[src/rtl/jtpang_objdma_if.sv]
// Bus bundle between the object DMA engine and the CPU / RAM side.
interface jtpang_objdma_if #(
  parameter int unsigned AW = 12
) ();
  logic          dma_go;
  logic          busrq_n;
  logic          busak_n;
  logic [AW-1:0] dma_addr;
  logic          dma_rd;
  logic [7:0]    dma_din;
  logic [AW-1:0] obj_addr;
  logic [7:0]    obj_dout;
  logic          obj_we;
  logic          busy;

  modport master (
    input  dma_go, busak_n, dma_din,
    output busrq_n, dma_addr, dma_rd, obj_addr, obj_dout, obj_we, busy
  );

  modport slave (
    output dma_go, busak_n, dma_din,
    input  busrq_n, dma_addr, dma_rd, obj_addr, obj_dout, obj_we, busy
  );
endinterface

[src/rtl/jtpang_objdma.sv]
// jtpang_objdma: requests the CPU bus, copies LEN bytes of object attributes from CPU work
// RAM into object RAM, then releases the bus.
module jtpang_objdma #(
  parameter int unsigned   AW     = 12,
  parameter logic [AW-1:0] SRC    = '0,
  parameter int unsigned   LEN    = 512,
  parameter int unsigned   RD_LAT = 1
) (
  input logic             clk,
  input logic             rst_n,
  input logic             cen,
  jtpang_objdma_if.master bus
);

  localparam int unsigned LastI   = LEN - 1;
  localparam logic [AW:0] LastIdx = LastI[AW:0];
  localparam int unsigned LatI    = RD_LAT - 1;
  localparam logic [1:0]  LatLoad = LatI[1:0];

  typedef enum logic [2:0] {StIdle, StReq, StAddr, StWait, StWr, StRel} state_e;

  state_e        r_state, w_state_nxt;
  logic          r_go;
  logic          r_start, w_start_nxt;
  logic          r_busrq_n, w_busrq_n_nxt;
  logic          r_busy, w_busy_nxt;
  logic          r_rd, w_rd_nxt;
  logic          r_we, w_we_nxt;
  logic [AW:0]   r_idx, w_idx_nxt;
  logic [1:0]    r_cnt, w_cnt_nxt;
  logic [AW-1:0] r_dma_addr, w_dma_addr_nxt;
  logic [AW-1:0] r_obj_addr, w_obj_addr_nxt;
  logic [7:0]    r_obj_dout, w_obj_dout_nxt;

  logic          w_go_edge;
  logic          w_start;
  logic          w_grant;

  // The edge detector runs on every clk so short strobes are not missed between cen ticks.
  assign w_go_edge = bus.dma_go & ~r_go;
  assign w_start   = r_start | w_go_edge;
  assign w_grant   = ~bus.busak_n;

  // Next-state and output logic; everything holds unless cen is high.
  always_comb begin
    w_state_nxt    = r_state;
    w_start_nxt    = w_start;
    w_busrq_n_nxt  = r_busrq_n;
    w_busy_nxt     = r_busy;
    w_rd_nxt       = r_rd;
    w_we_nxt       = 1'b0;
    w_idx_nxt      = r_idx;
    w_cnt_nxt      = r_cnt;
    w_dma_addr_nxt = r_dma_addr;
    w_obj_addr_nxt = r_obj_addr;
    w_obj_dout_nxt = r_obj_dout;
    if (cen) begin
      // A pending start is consumed here, or dropped if the engine is not idle.
      w_start_nxt = 1'b0;
      unique case (r_state)
        StIdle: begin
          if (w_start) begin
            w_state_nxt   = StReq;
            w_busrq_n_nxt = 1'b0;
            w_busy_nxt    = 1'b1;
            w_idx_nxt     = '0;
          end
        end
        StReq: begin
          if (w_grant) w_state_nxt = StAddr;
        end
        StAddr: begin
          if (!w_grant) begin
            w_rd_nxt = 1'b0;
          end else begin
            w_dma_addr_nxt = SRC + r_idx[AW-1:0];
            w_rd_nxt       = 1'b1;
            w_cnt_nxt      = LatLoad;
            w_state_nxt    = StWait;
          end
        end
        StWait: begin
          // Losing the grant restarts this byte from its address phase.
          if (!w_grant) begin
            w_rd_nxt    = 1'b0;
            w_state_nxt = StAddr;
          end else if (r_cnt == 2'd0) begin
            w_state_nxt = StWr;
          end else begin
            w_cnt_nxt = r_cnt - 2'd1;
          end
        end
        StWr: begin
          if (!w_grant) begin
            w_rd_nxt    = 1'b0;
            w_state_nxt = StAddr;
          end else begin
            w_obj_dout_nxt = bus.dma_din;
            w_obj_addr_nxt = r_idx[AW-1:0];
            w_we_nxt       = 1'b1;
            w_rd_nxt       = 1'b0;
            if (r_idx == LastIdx) begin
              w_busrq_n_nxt = 1'b1;
              w_state_nxt   = StRel;
            end else begin
              w_idx_nxt   = r_idx + 1'b1;
              w_state_nxt = StAddr;
            end
          end
        end
        StRel: begin
          if (bus.busak_n) begin
            w_busy_nxt  = 1'b0;
            w_state_nxt = StIdle;
          end
        end
        default: w_state_nxt = StIdle;
      endcase
    end
  end

  // State and output registers; obj_we is cleared on the clk after it is set.
  always_ff @(posedge clk or negedge rst_n) begin
    if (!rst_n) begin
      r_state    <= StIdle;
      r_go       <= 1'b0;
      r_start    <= 1'b0;
      r_busrq_n  <= 1'b1;
      r_busy     <= 1'b0;
      r_rd       <= 1'b0;
      r_we       <= 1'b0;
      r_idx      <= '0;
      r_cnt      <= '0;
      r_dma_addr <= SRC;
      r_obj_addr <= '0;
      r_obj_dout <= '0;
    end else begin
      r_state    <= w_state_nxt;
      r_go       <= bus.dma_go;
      r_start    <= w_start_nxt;
      r_busrq_n  <= w_busrq_n_nxt;
      r_busy     <= w_busy_nxt;
      r_rd       <= w_rd_nxt;
      r_we       <= w_we_nxt;
      r_idx      <= w_idx_nxt;
      r_cnt      <= w_cnt_nxt;
      r_dma_addr <= w_dma_addr_nxt;
      r_obj_addr <= w_obj_addr_nxt;
      r_obj_dout <= w_obj_dout_nxt;
    end
  end

  assign bus.busrq_n  = r_busrq_n;
  assign bus.busy     = r_busy;
  assign bus.dma_rd   = r_rd;
  assign bus.dma_addr = r_dma_addr;
  assign bus.obj_we   = r_we;
  assign bus.obj_addr = r_obj_addr;
  assign bus.obj_dout = r_obj_dout;

endmodule

[src/flat_wrapper.sv]
// flat-port wrapper written by rule: the top's interface ports become plain ports
module jtpang_objdma_flat 
#(
  parameter int unsigned   AW     = 12,
  parameter logic [AW-1:0] SRC    = '0,
  parameter int unsigned   LEN    = 512,
  parameter int unsigned   RD_LAT = 1
)
  (clk, rst_n, cen, bus_dma_go, bus_busak_n, bus_dma_din, bus_busrq_n, bus_dma_addr, bus_dma_rd, bus_obj_addr, bus_obj_dout, bus_obj_we, bus_busy);
  jtpang_objdma_if #(.AW(AW)) bus_i ();
  input logic clk;
  input logic rst_n;
  input logic cen;
  input wire logic [$bits(bus_i.dma_go)-1:0] bus_dma_go;
  input wire logic [$bits(bus_i.busak_n)-1:0] bus_busak_n;
  input wire logic [$bits(bus_i.dma_din)-1:0] bus_dma_din;
  output wire logic [$bits(bus_i.busrq_n)-1:0] bus_busrq_n;
  output wire logic [$bits(bus_i.dma_addr)-1:0] bus_dma_addr;
  output wire logic [$bits(bus_i.dma_rd)-1:0] bus_dma_rd;
  output wire logic [$bits(bus_i.obj_addr)-1:0] bus_obj_addr;
  output wire logic [$bits(bus_i.obj_dout)-1:0] bus_obj_dout;
  output wire logic [$bits(bus_i.obj_we)-1:0] bus_obj_we;
  output wire logic [$bits(bus_i.busy)-1:0] bus_busy;
  assign bus_i.dma_go = bus_dma_go;
  assign bus_i.busak_n = bus_busak_n;
  assign bus_i.dma_din = bus_dma_din;
  assign bus_busrq_n = bus_i.busrq_n;
  assign bus_dma_addr = bus_i.dma_addr;
  assign bus_dma_rd = bus_i.dma_rd;
  assign bus_obj_addr = bus_i.obj_addr;
  assign bus_obj_dout = bus_i.obj_dout;
  assign bus_obj_we = bus_i.obj_we;
  assign bus_busy = bus_i.busy;
  jtpang_objdma #(.AW(AW), .SRC(SRC), .LEN(LEN), .RD_LAT(RD_LAT)) u_core (.clk(clk), .rst_n(rst_n), .cen(cen), .bus(bus_i));
endmodule
[config.mk]
export PLATFORM = sky130hd
export DESIGN_NAME = jtpang_objdma_flat
export DESIGN_NICKNAME = d
export VERILOG_FILES = /design/src/rtl/jtpang_objdma_if.sv /design/src/rtl/jtpang_objdma.sv /design/src/flat_wrapper.sv
export SDC_FILE = /design/constraint.sdc
export NUM_CORES = 1
export LEC_CHECK = 0
export BUFFER_PORTS_ARGS = -buffer_cell sky130_fd_sc_hd__buf_2
export CAP_MARGIN = 10
export CORE_ASPECT_RATIO = 0.5
export CORE_MARGIN = 2
export CORE_UTILIZATION = 59
export CTS_CLUSTER_DIAMETER = 40
export CTS_CLUSTER_SIZE = 30
export DETAILED_ROUTE_END_ITERATION = 16
export GPL_ROUTABILITY_DRIVEN = 0
export PLACE_DENSITY = 0.84
export SETUP_SLACK_MARGIN = 0.02
export SLEW_MARGIN = 5
export SYNTH_ARGS = -nofsm -noshare
export SYNTH_HDL_FRONTEND = slang
export SYNTH_SLANG_ARGS = --single-unit
[constraint.sdc]
create_clock -name clk -period 3.8 [get_ports clk]
set_clock_uncertainty 0.15 [all_clocks]
set_input_delay 0.19 -clock clk [delete_from_list [all_inputs] [get_ports clk]]
set_output_delay 0.19 -clock clk [all_outputs]
set_load 0.005 [all_outputs]
==> qor.yml <==
run:
  cap_violations: 0
setup_path:
  r2r_start: "u_core.r_state[2]$_DFFE_PN0P_"
  cp.arrival_ps: 2680
  cp_top_family: "simple AND/OR/NAND/NOR gates"
  path_buf_inv: 0
  endpoint_kind: "register"
  critPathMaxFanout: 15
  crit_chain: "or3b_1, nor4b_4, nor3_1, o22ai_1"
  startpoint_type: "register"
  crit_start: "u_core.r_state[2]$_DFFE_PN0P_"
  worstSetupPathType: "register to register"
  crit_slowest_cell: "nor4b_4"
  slowest_delay_ps: 780
  required_ps: 3870
min_path:
  worstHoldStart: "bus_busak_n"
  holdCritPathClass: "input port to register"
die:
  io-pin-count: 49
  die_x_microns: 97.97
  rows: 17
  die-area_sq_mm: 0.004995
  start_util_pct: 60.33
  core_sq_mm: 0.004318
  die_y_microns: 50.99
power:
  vdd_drop_max_mv: 0.2199
  cellLeakagePower_nw: 1.550
  powerDensity_mw_per_mm2: 492.4
  intPower_mw: 1.001
  power_frac_comb_pct: 24.5
  power_frac_seq_pct: 54.0
  swShare_pct: 33.14
  power_switching_uw: 496.2
  power_frac_clock_pct: 21.5
clock_tree:
  cts.clk_slew.worst_paths_ps: 100
  cts.sinks: 56
  htree_levels: 2
  clock_latency_ps: 320
  numCtsBuffers: 5
  cts_root_buffer: "clkbuf_8"
  clockBufferDepth: 2
  cts_tree: "done"
detailed_routing:
  vias: 2087
  wirelength_microns: 5481
  viasPerCell: 5.946
  drcViolationCount: 0
  dr_wl_met2_microns: 2619
  top_layer: "met4"
  drt_pre_antenna_iters: 4
  met3_length_microns: 291
  wl_per_cell_microns: 15.62
  ant_nets: 0
  first_iter_violations: 146
  wl_met1_microns: 2531
synth:
  syn-num-nets: 256
  syn_area_per_cell_sq_um: 10.81
  synth_top_area_cell: "dfrtp_1"
  yosys.area_share.adder_pct: 0.9606
  synth-compound-area-share_pct: 14.51
  ys_seq_area_share_pct: 53.84
  netlist_instances: 241
  synth-seq-cells: 56
  synth_area_leaders: "dfrtp_1, mux2_2, nand2_1"
  synth_top_family_by_area: "simple AND/OR/NAND/NOR gates"
  yosysWarnings: 0
  synth_edf_count: 0
  synth-xor-area-share_pct: 0
  synth_flop_cell: "dfrtp_1"
  synth_area_sq_mm: 0.002605
  yosys.area_share.simple_pct: 15.66
  synth.distinct_cells: 47
  synth-async-reset-ratio_pct: 100.0
  synthMuxAreaShare_pct: 10.37
  post-synth-top-area-fraction_pct: 52.83
grt:
  grt-ovfl-total: 0
  first_global_vias: 1910
  grt_pass1_wl_microns: 8776
  grt_use_total_pct: 22.46
  antenna_found_initial: 0
  grt_max_degree: 57
timing:
  slew_violations: 0
  worst_pin_slew_ps: 817.6
  period_share_pct: 68.48
  fin_crit_ps: 2602
  max_freq_mhz: 384.3
  slew_headroom_pct: 45.26
  setup_violations: 0
  fin_tns_setup_ps: 0
  hold_violations: 0
  rsz0062_at_grt: "false"
place:
  place_area_sq_mm: 0.002855
  placed_cells: 333
  place_hpwl_microns: 3565
  portBuffers: 48
layout:
  layout.nets: 308
  areaGrowthSynthToFinish_pct: 16.71
  n_antenna_cell: 0
  stdcell_count: 351
  layout-drive-gt1-share_pct: 29.93
  final_area_sq_mm: 0.003040
run_status:
  status: "complete, no violations"
## power groups by stage
| stage | Clock, mW | Sequential (mW) | Combinational [mW] |
|---|---|---|---|
| 6_report | 0.322 | 0.808 | 0.367 |
| 3_3_place_gp | 0 | 0.806 | 0.335 |
| 5_1_grt | 0.347 | 0.826 | 0.414 |
| 3_5_place_dp | 0 | 0.816 | 0.359 |
| 2_1_floorplan | 0 | 0.775 | 0.253 |
| 4_1_cts | 0.325 | 0.805 | 0.368 |
## cells in the final DEF, fill, tap and decap left out, drive strengths merged, types with 3 or more instances in the layout
cell type	synthesis	layout
dfrtp	55	55
buf	7	51
nand2	34	34
mux2	24	24
o31ai	13	13
o21ai	13	13
a21oi	11	11
dlygate4sd3	0	10
inv	10	10
nor2	8	8
nand3	7	7
clkbuf	9	6
nor2b	4	4
a31oi	4	4
nand4	3	3
and4	3	3
o41ai	3	3
nor3	3	3
## layout make-up
class / count / area, sq um
sequential: 56 / 1403
fill: 322 / 1277
multi-input combinational: 159 / 1081
timing repair buffer: 61 / 362.8
clock buffer: 6 / 72.57
tap: 57 / 71.32
inverter: 10 / 37.54
clock inverter: 2 / 12.51
## final timing paths
path / end / slack [ps] / cells after the start
min: u_core.bus.dma_rd$_DFFE_PN0P_ / 0.04 / 2
max reg2reg: u_core.r_idx[12]$_DFFE_PN0P_ / 1200 / 4
max in group asynchronous: u_core.r_cnt[1]$_DFFE_PN0P_ / 2660 / 3
max: u_core.r_idx[12]$_DFFE_PN0P_ / 1200 / 4
min in group asynchronous: u_core.bus.dma_addr[2]$_DFFE_PN0P_ / 380 / 3
min reg2reg: u_core.bus.obj_dout[3]$_DFFE_PN0P_ / 330 / 2
## per-stage QoR
stage	hold slack, ps	total power [mW]	setup slack [ps]	util, %
global route	20.31	1.587	1078	70.41
detailed placement	160.9	1.175	1276	66.13
floorplan	-255.6	1.029	1980	-
CTS	0.1726	1.498	1241	70.41
finish	0.03902	1.497	1198	70.41
global placement	159.2	1.141	1397	66.13
## state kept, by name, indices dropped and copies added (netlist names)
register and cells:
u_core.bus.busy 1, u_core.bus.obj_we 1, u_core.bus.dma_rd 1, u_core.r_cnt 2, u_core.bus.busrq_n 1, u_core.bus.dma_addr 12, u_core.r_idx 13, u_core.bus.obj_dout 8
u_core.r_start 1, u_core.r_go 1, u_core.bus.obj_addr 12, u_core.r_state 3
## cells by family after synthesis
group / count (synthesis)
muxes: 24
buffers and inverters: 26
DFF: 56
and+or+nand+nor: 76
adders and majority gates: 2
AOI/OAI and AO/OA: 57
## per-layer routing
layer	vias to the layer above	global-route usage (%)
met1	1028	31.24
met4	0	7.176
met5	-	0
met3	5	4.651
met2	80	36.19
li1	974	-
## cell usage after synthesis, drive strengths merged, types with 2 or more instances
master	number
buf	7
o22ai	2
inv	10
nand4	3
dfrtp	55
a21oi	11
nand2b	2
nor4	2
o31ai	13
o41ai	3
o21ai	13
nand2	34
nor2b	4
a21o	2
a31oi	4
nor2	8
a41oi	2
clkbuf	9
and4	3
nand3	7
nor3	3
ha	2
mux2	24
## timing repair
action,in CTS,in global routing
buffers inserted,0,0
hold buffers,10,0
gates resized for setup,0,0
hold endpoints to repair,64,0
No activity file was read; power rests on OpenSTA's default activity.
